## src/rtl/mac_vector_engine.sv

```systemverilog
// Host-loadable dot-product engine: w.x over a runtime length, plus bias, optional accumulate-across-runs.
// Build option: define MAC_VECTOR_SATURATE_EN to clamp oRESULT on overflow (default wraps to OUT_W bits).
module mac_vector_engine #(
  parameter int unsigned DATA_W = 8,
  parameter int unsigned DEPTH  = 8,
  parameter int unsigned BIAS_W = 16,
  parameter int unsigned ACC_W  = 32,
  parameter int unsigned OUT_W  = 16,
  localparam int unsigned ADDR_W = (DEPTH > 1) ? $clog2(DEPTH) : 1,
  localparam int unsigned LEN_W  = $clog2(DEPTH + 1)
) (
  input  logic              iCLK,
  input  logic              iRST,
  input  logic              iWR_EN,
  input  logic              iWR_SEL,
  input  logic [ADDR_W-1:0] iWR_ADDR,
  input  logic [DATA_W-1:0] iWR_DATA,
  input  logic [BIAS_W-1:0] iBIAS,
  input  logic [LEN_W-1:0]  iLEN,
  input  logic              iACC,
  input  logic              iSTART,
  output logic              oBUSY,
  output logic              oDONE,
  output logic [OUT_W-1:0]  oRESULT,
  output logic              oOVF
);

  localparam int unsigned PROD_W = 2 * DATA_W;

  typedef enum logic [1:0] {S_IDLE, S_RUN, S_BIAS, S_DONE} state_e;

  state_e                    state_q, state_d;
  logic signed [DATA_W-1:0]  w_q [DEPTH];
  logic signed [DATA_W-1:0]  x_q [DEPTH];
  logic [ADDR_W-1:0]         idx_q, idx_d;
  logic [LEN_W-1:0]          len_q, len_d;
  logic signed [BIAS_W-1:0]  bias_q, bias_d;
  logic signed [ACC_W-1:0]   acc_q, acc_d;
  logic signed [ACC_W-1:0]   sum_q, sum_d;
  logic signed [OUT_W-1:0]   res_q, res_d;
  logic                      busy_q, busy_d;
  logic                      done_q, done_d;
  logic                      ovf_q, ovf_d;

  logic [LEN_W-1:0]          eff_len_c;
  logic signed [PROD_W-1:0]  prod_c;
  logic [ACC_W-OUT_W:0]      hi_c;
  logic                      ovf_c;
  logic signed [OUT_W-1:0]   res_c;
  logic                      last_c;
  logic                      wr_ok_c;

  assign eff_len_c = (iLEN > LEN_W'(DEPTH)) ? LEN_W'(DEPTH) : iLEN;
  assign prod_c    = PROD_W'(w_q[idx_q]) * PROD_W'(x_q[idx_q]);
  assign last_c    = (LEN_W'(idx_q) + LEN_W'(1)) == len_q;
  assign wr_ok_c   = iWR_EN && (state_q == S_IDLE) && (32'(iWR_ADDR) < DEPTH);

  // Sum fits OUT_W exactly when every bit above the OUT_W sign bit matches it.
  assign hi_c  = acc_q[ACC_W-1:OUT_W-1];
  assign ovf_c = ~((&hi_c) | ~(|hi_c));

  always_comb begin
    res_c = acc_q[OUT_W-1:0];
`ifdef MAC_VECTOR_SATURATE_EN
    if (ovf_c) begin
      res_c = acc_q[ACC_W-1] ? {1'b1, {(OUT_W-1){1'b0}}} : {1'b0, {(OUT_W-1){1'b1}}};
    end
`endif
  end

  // Next-state and registered-output logic.
  always_comb begin
    state_d = state_q;
    idx_d   = idx_q;
    len_d   = len_q;
    bias_d  = bias_q;
    acc_d   = acc_q;
    sum_d   = sum_q;
    res_d   = res_q;
    ovf_d   = ovf_q;
    busy_d  = 1'b0;
    done_d  = 1'b0;
    case (state_q)
      S_IDLE: begin
        if (iSTART) begin
          len_d   = eff_len_c;
          bias_d  = iBIAS;
          acc_d   = iACC ? sum_q : '0;
          idx_d   = '0;
          busy_d  = 1'b1;
          state_d = (eff_len_c == '0) ? S_BIAS : S_RUN;
        end
      end
      S_RUN: begin
        busy_d = 1'b1;
        acc_d  = acc_q + ACC_W'(prod_c);
        idx_d  = idx_q + ADDR_W'(1);
        if (last_c) begin
          state_d = S_BIAS;
        end
      end
      S_BIAS: begin
        busy_d  = 1'b1;
        acc_d   = acc_q + ACC_W'(bias_q);
        state_d = S_DONE;
      end
      S_DONE: begin
        busy_d  = 1'b1;
        done_d  = 1'b1;
        res_d   = res_c;
        ovf_d   = ovf_c;
        sum_d   = acc_q;
        state_d = S_IDLE;
      end
      default: state_d = S_IDLE;
    endcase
  end

  always_ff @(posedge iCLK) begin
    if (iRST) begin
      state_q <= S_IDLE;
      idx_q   <= '0;
      len_q   <= '0;
      bias_q  <= '0;
      acc_q   <= '0;
      sum_q   <= '0;
      res_q   <= '0;
      ovf_q   <= 1'b0;
      busy_q  <= 1'b0;
      done_q  <= 1'b0;
      w_q     <= '{default: '0};
      x_q     <= '{default: '0};
    end else begin
      state_q <= state_d;
      idx_q   <= idx_d;
      len_q   <= len_d;
      bias_q  <= bias_d;
      acc_q   <= acc_d;
      sum_q   <= sum_d;
      res_q   <= res_d;
      ovf_q   <= ovf_d;
      busy_q  <= busy_d;
      done_q  <= done_d;
      if (wr_ok_c) begin
        if (iWR_SEL) begin
          x_q[iWR_ADDR] <= iWR_DATA;
        end else begin
          w_q[iWR_ADDR] <= iWR_DATA;
        end
      end
    end
  end

  assign oBUSY   = busy_q;
  assign oDONE   = done_q;
  assign oRESULT = res_q;
  assign oOVF    = ovf_q;

endmodule

```

## config.mk

```make
export PLATFORM = sky130hd
export DESIGN_NAME = mac_vector_engine
export DESIGN_NICKNAME = d
export VERILOG_FILES = /design/src/rtl/mac_vector_engine.sv
export SDC_FILE = /design/constraint.sdc
export NUM_CORES = 1
export LEC_CHECK = 0
export CAP_MARGIN = 5
export CORE_MARGIN = 3
export CORE_UTILIZATION = 57
export DETAILED_ROUTE_END_ITERATION = 8
export PLACE_DENSITY = 0.77
export REMOVE_ABC_BUFFERS = 1
export SLEW_MARGIN = 30
export SYNTH_ARGS = -nofsm -noshare
export SYNTH_HDL_FRONTEND = slang
export SYNTH_SLANG_ARGS = --single-unit
```

## constraint.sdc

```tcl
create_clock -name iCLK -period 8.39 [get_ports iCLK]
set_input_delay 1.678 -clock iCLK [delete_from_list [all_inputs] [get_ports iCLK]]
set_output_delay 1.678 -clock iCLK [all_outputs]
set_load 0.02 [all_outputs]
```

==> out/metrics.cfg <==
[run_status]
outcome = completed

[critical_path]
r2r_start = idx_q[0]$_SDFFE_PP0P_
reg2regPathDepth = 21
r2r_end = acc_q[25]$_SDFFE_PP0P_
arrival_ns = 7.83
crit_required_ns = 8.77
start_kind = flip-flop
endpoint_kind = flip-flop
r2r_slack_ns = 0.94
crit_fanout = 14
worstSetupPathType = flip-flop to flip-flop

[drt]
wl_per_cell_microns = 18.74
routed_wirelength_mm = 39.92
drcViolationCount = 0
via_count = 12695
drtAntennaViolNets = 0
via_per_inst = 5.960
dr.first_iter.drc_count = 1062
first_pass_iters = 7

[cts]
cts_buffer_depth = 3
cts_buffers = 25
clk_pin_slew_worst_paths_ns = 0.06
tritoncts = done
clk_latency_ns = 0.55
hold_buffers = 0
postCtsResizedCells = 0
cts_setup_buffers = 0
cts-root-buf = clkbuf_16
htreeDepth = 1
numClockSinks = 220

[job]
maxCapViolations = 0

[synthesis]
synth_area_leaders = dfxtp_1 (27%), fa_1 (17%), mux2i_1 (11%), ha_1 (8.2%), nor2_1 (5.8%)
yosysWarnings = 0
synth_top_area_cell = dfxtp_1
synthCells = 1727
seq_area_frac_synth = 0.2669
synth-edff-count = 0
synth.distinct_cells = 79
synth_commonest_cells = nor2_1 (253), dfxtp_1 (220), mux2i_1 (177), fa_1 (137), nand2_1 (110)
synth_area_sq_um = 16500
syn_area_per_cell_sq_um = 9.556
yosysTopAreaCellShare = 0.2669
ys_ff_latch = 220
synth_ff_type = dfxtp_1
yosysMostFrequentCell = nor2_1
synthArstFlopShare = 0

[min_path]
hold_path_end = bias_q[4]$_SDFFE_PP0P_
hold_depth = 2
worstHoldStart = bias_q[4]$_SDFFE_PP0P_
hold_class = flip-flop to flip-flop

[sta]
final_max_slew_viol_count = 0
tightest_slew_ns = 0.9992
fmax_mhz = 134.3
period_needed_ns = 7.447
fin_crit_sh = 0.8876
fin_tns_setup_ns = 0
setup_violations = 0
finalClockSkew_ns = 0.02420
hold_violations = 0
grt_setup_unrepaired = false
slew-limit-headroom = 0.3314

[global_routing]
grt_pass1_vias = 12642
grt_max_degree = 134
grtUsageTotal = 0.2597
grt_antenna_before_repair = 0
grt_overflow_total = 0
grt_pass1_wl_mm = 65.56

[floorplanning]
die_x_microns = 176.2
dieHeight_microns = 176.2
die-area_sq_um = 31030
rows = 61
start_util = 0.5860
io-pin-count = 56
core-area_sq_um = 28160

[power_and_ir_drop]
total_power_w = 0.003913
p_sw_frac = 0.4038
p_leak_nw = 7.873
power_switching_w = 0.001580
vdd_drop_max_v = 0.0001658
seq_power_share = 0.337
power_density_nw_per_um2 = 215.8
p_comb_frac = 0.398
clkPwrFrac = 0.266
cell_internal_pwr_w = 0.002333

[place]
portBuffers = 55
place.gp.congestion = 0.9158
place_inst = 2085
dpl.hpwl_mm = 29.32

[final_layout]
fin_cells = 2130
final_layout_size_suffix_gt1_frac = 0.07648
seq_area_sq_um = 4405
area_delta_synth_final_pct = 9.856
fin_nets = 2017
diodes = 0
multi_input_area_sq_um = 11300
fill_cells = 2273

[worst max-delay path: stages (launching register included)]
cell and delay, ns:
dfxtp_2 0.52, buf_4 0.37, mux4_2 0.54, mux2i_1 0.59
nor2_1 0.16, fa_1 0.55, inv_1 0.06, fa_1 0.53
inv_1 0.05, fa_1 0.49, fa_1 0.44, fa_1 0.47
ha_1 0.35, a21o_1 0.18, a31o_1 0.19, a21oi_2 0.33
a21oi_1 0.25, a21boi_0 0.34, nor2b_1 0.09, o21a_1 0.18
o311ai_0 0.44, a311oi_1 0.16
[registers in the layout, summed over array words and instances, names as in the netlist]
signal,cells
oBUSY,1
oOVF,1
x_q,64
acc_q,32
len_q,4
oDONE,1
idx_q,3
w_q,64
state_q,2
sum_q,32
bias_q,16
[layout by cell type, fill, tap and decap left out, drive strengths merged, types with 6 or more instances in the layout]
cell           Yosys  layout
xor2              20      20
nand2b            21      21
or2                8       8
o21bai             6       6
nor4               7       7
mux2               6       6
or3               12      12
nand3             12      12
inv              106     107
a21o              21      21
a21oi            106     106
nor2b             21      21
a211oi            25      25
dfxtp            220     220
buf               32      24
mux4              32      32
clkdlybuf4s50      0      54
nand2            111     111
ha               108     108
a2111oi            9       9
nand4             13      13
fa               137     137
mux2i            177     177
o21ai             47      47
xnor2             31      31
nor3              15      15
o211ai             7       7
clkbuf            66      40
a221oi            21      21
nor2             253     253
[area by class of cell]
type | count | area share
inverters | 107 | 0.02215
clock buffers | 39 | 0.04017
flip-flops and latches | 220 | 0.2430
clock inverters | 5 | 0.002761
multi-input cells | 1302 | 0.6235
well taps | 378 | 0.02609
repair buffers | 79 | 0.04231
[power by group through the flow]
| stage | Clock [W] | Combinational [W] | Sequential [W] |
|---|---|---|---|
| after CTS | 0.00106 | 0.00154 | 0.00131 |
| after global placement | 0 | 0.00149 | 0.00133 |
| final | 0.00104 | 0.00156 | 0.00132 |
| after global routing | 0.00110 | 0.00174 | 0.00133 |
| after floorplan | 0 | 0.00109 | 0.00128 |
| after detailed placement | 0 | 0.00153 | 0.00133 |
[metal layers]
metal / wire length (microns) / vias to the layer above / global-route usage
met3: 2033 / 52 / 0.02753
li1: - / 5998 / -
met4: 702 / 0 / 0.05378
met1: 18610 / 6279 / 0.3759
met2: 18570 / 366 / 0.4254
met5: 0 / - / 0
[worst max path at each step]
stage,depth (start not counted),end,start,slack [ns]
floorplan,21,acc_q[31]$_SDFFE_PP0P_,idx_q[0]$_SDFFE_PP0P_,-0.50
detailed placement,21,acc_q[25]$_SDFFE_PP0P_,idx_q[0]$_SDFFE_PP0P_,0.97
global route,20,acc_q[28]$_SDFFE_PP0P_,idx_q[0]$_SDFFE_PP0P_,0.42
finish,21,acc_q[25]$_SDFFE_PP0P_,idx_q[0]$_SDFFE_PP0P_,0.94
CTS,20,acc_q[27]$_SDFFE_PP0P_,idx_q[0]$_SDFFE_PP0P_,0.93
global placement,20,acc_q[27]$_SDFFE_PP0P_,idx_q[0]$_SDFFE_PP0P_,1.10
[cells by family after synthesis]
family	synth area share
AOI/OAI and AO/OA	0.1199
xor gates and xnor gates	0.02707
adders and majority gates	0.2481
buffers and inverters	0.05087
DFF	0.2669
muxes	0.1551
and+or+nand+nor	0.1321
[per-stage QoR]
step                      utilization  setup WS (ns)  instance area [sq um]  hold slack, ns
after floorplan                     -        -0.5046                  16070          0.4346
after global placement         0.6136          1.099                  17280          0.4584
after detailed placement       0.6152         0.9720                  17330          0.4634
after CTS                      0.6429         0.9305                  18100          0.4728
after global routing           0.6437         0.4235                  18130          0.4864
final                          0.6437         0.9434                  18130          0.4683
(Power assumes the default switching activity.)
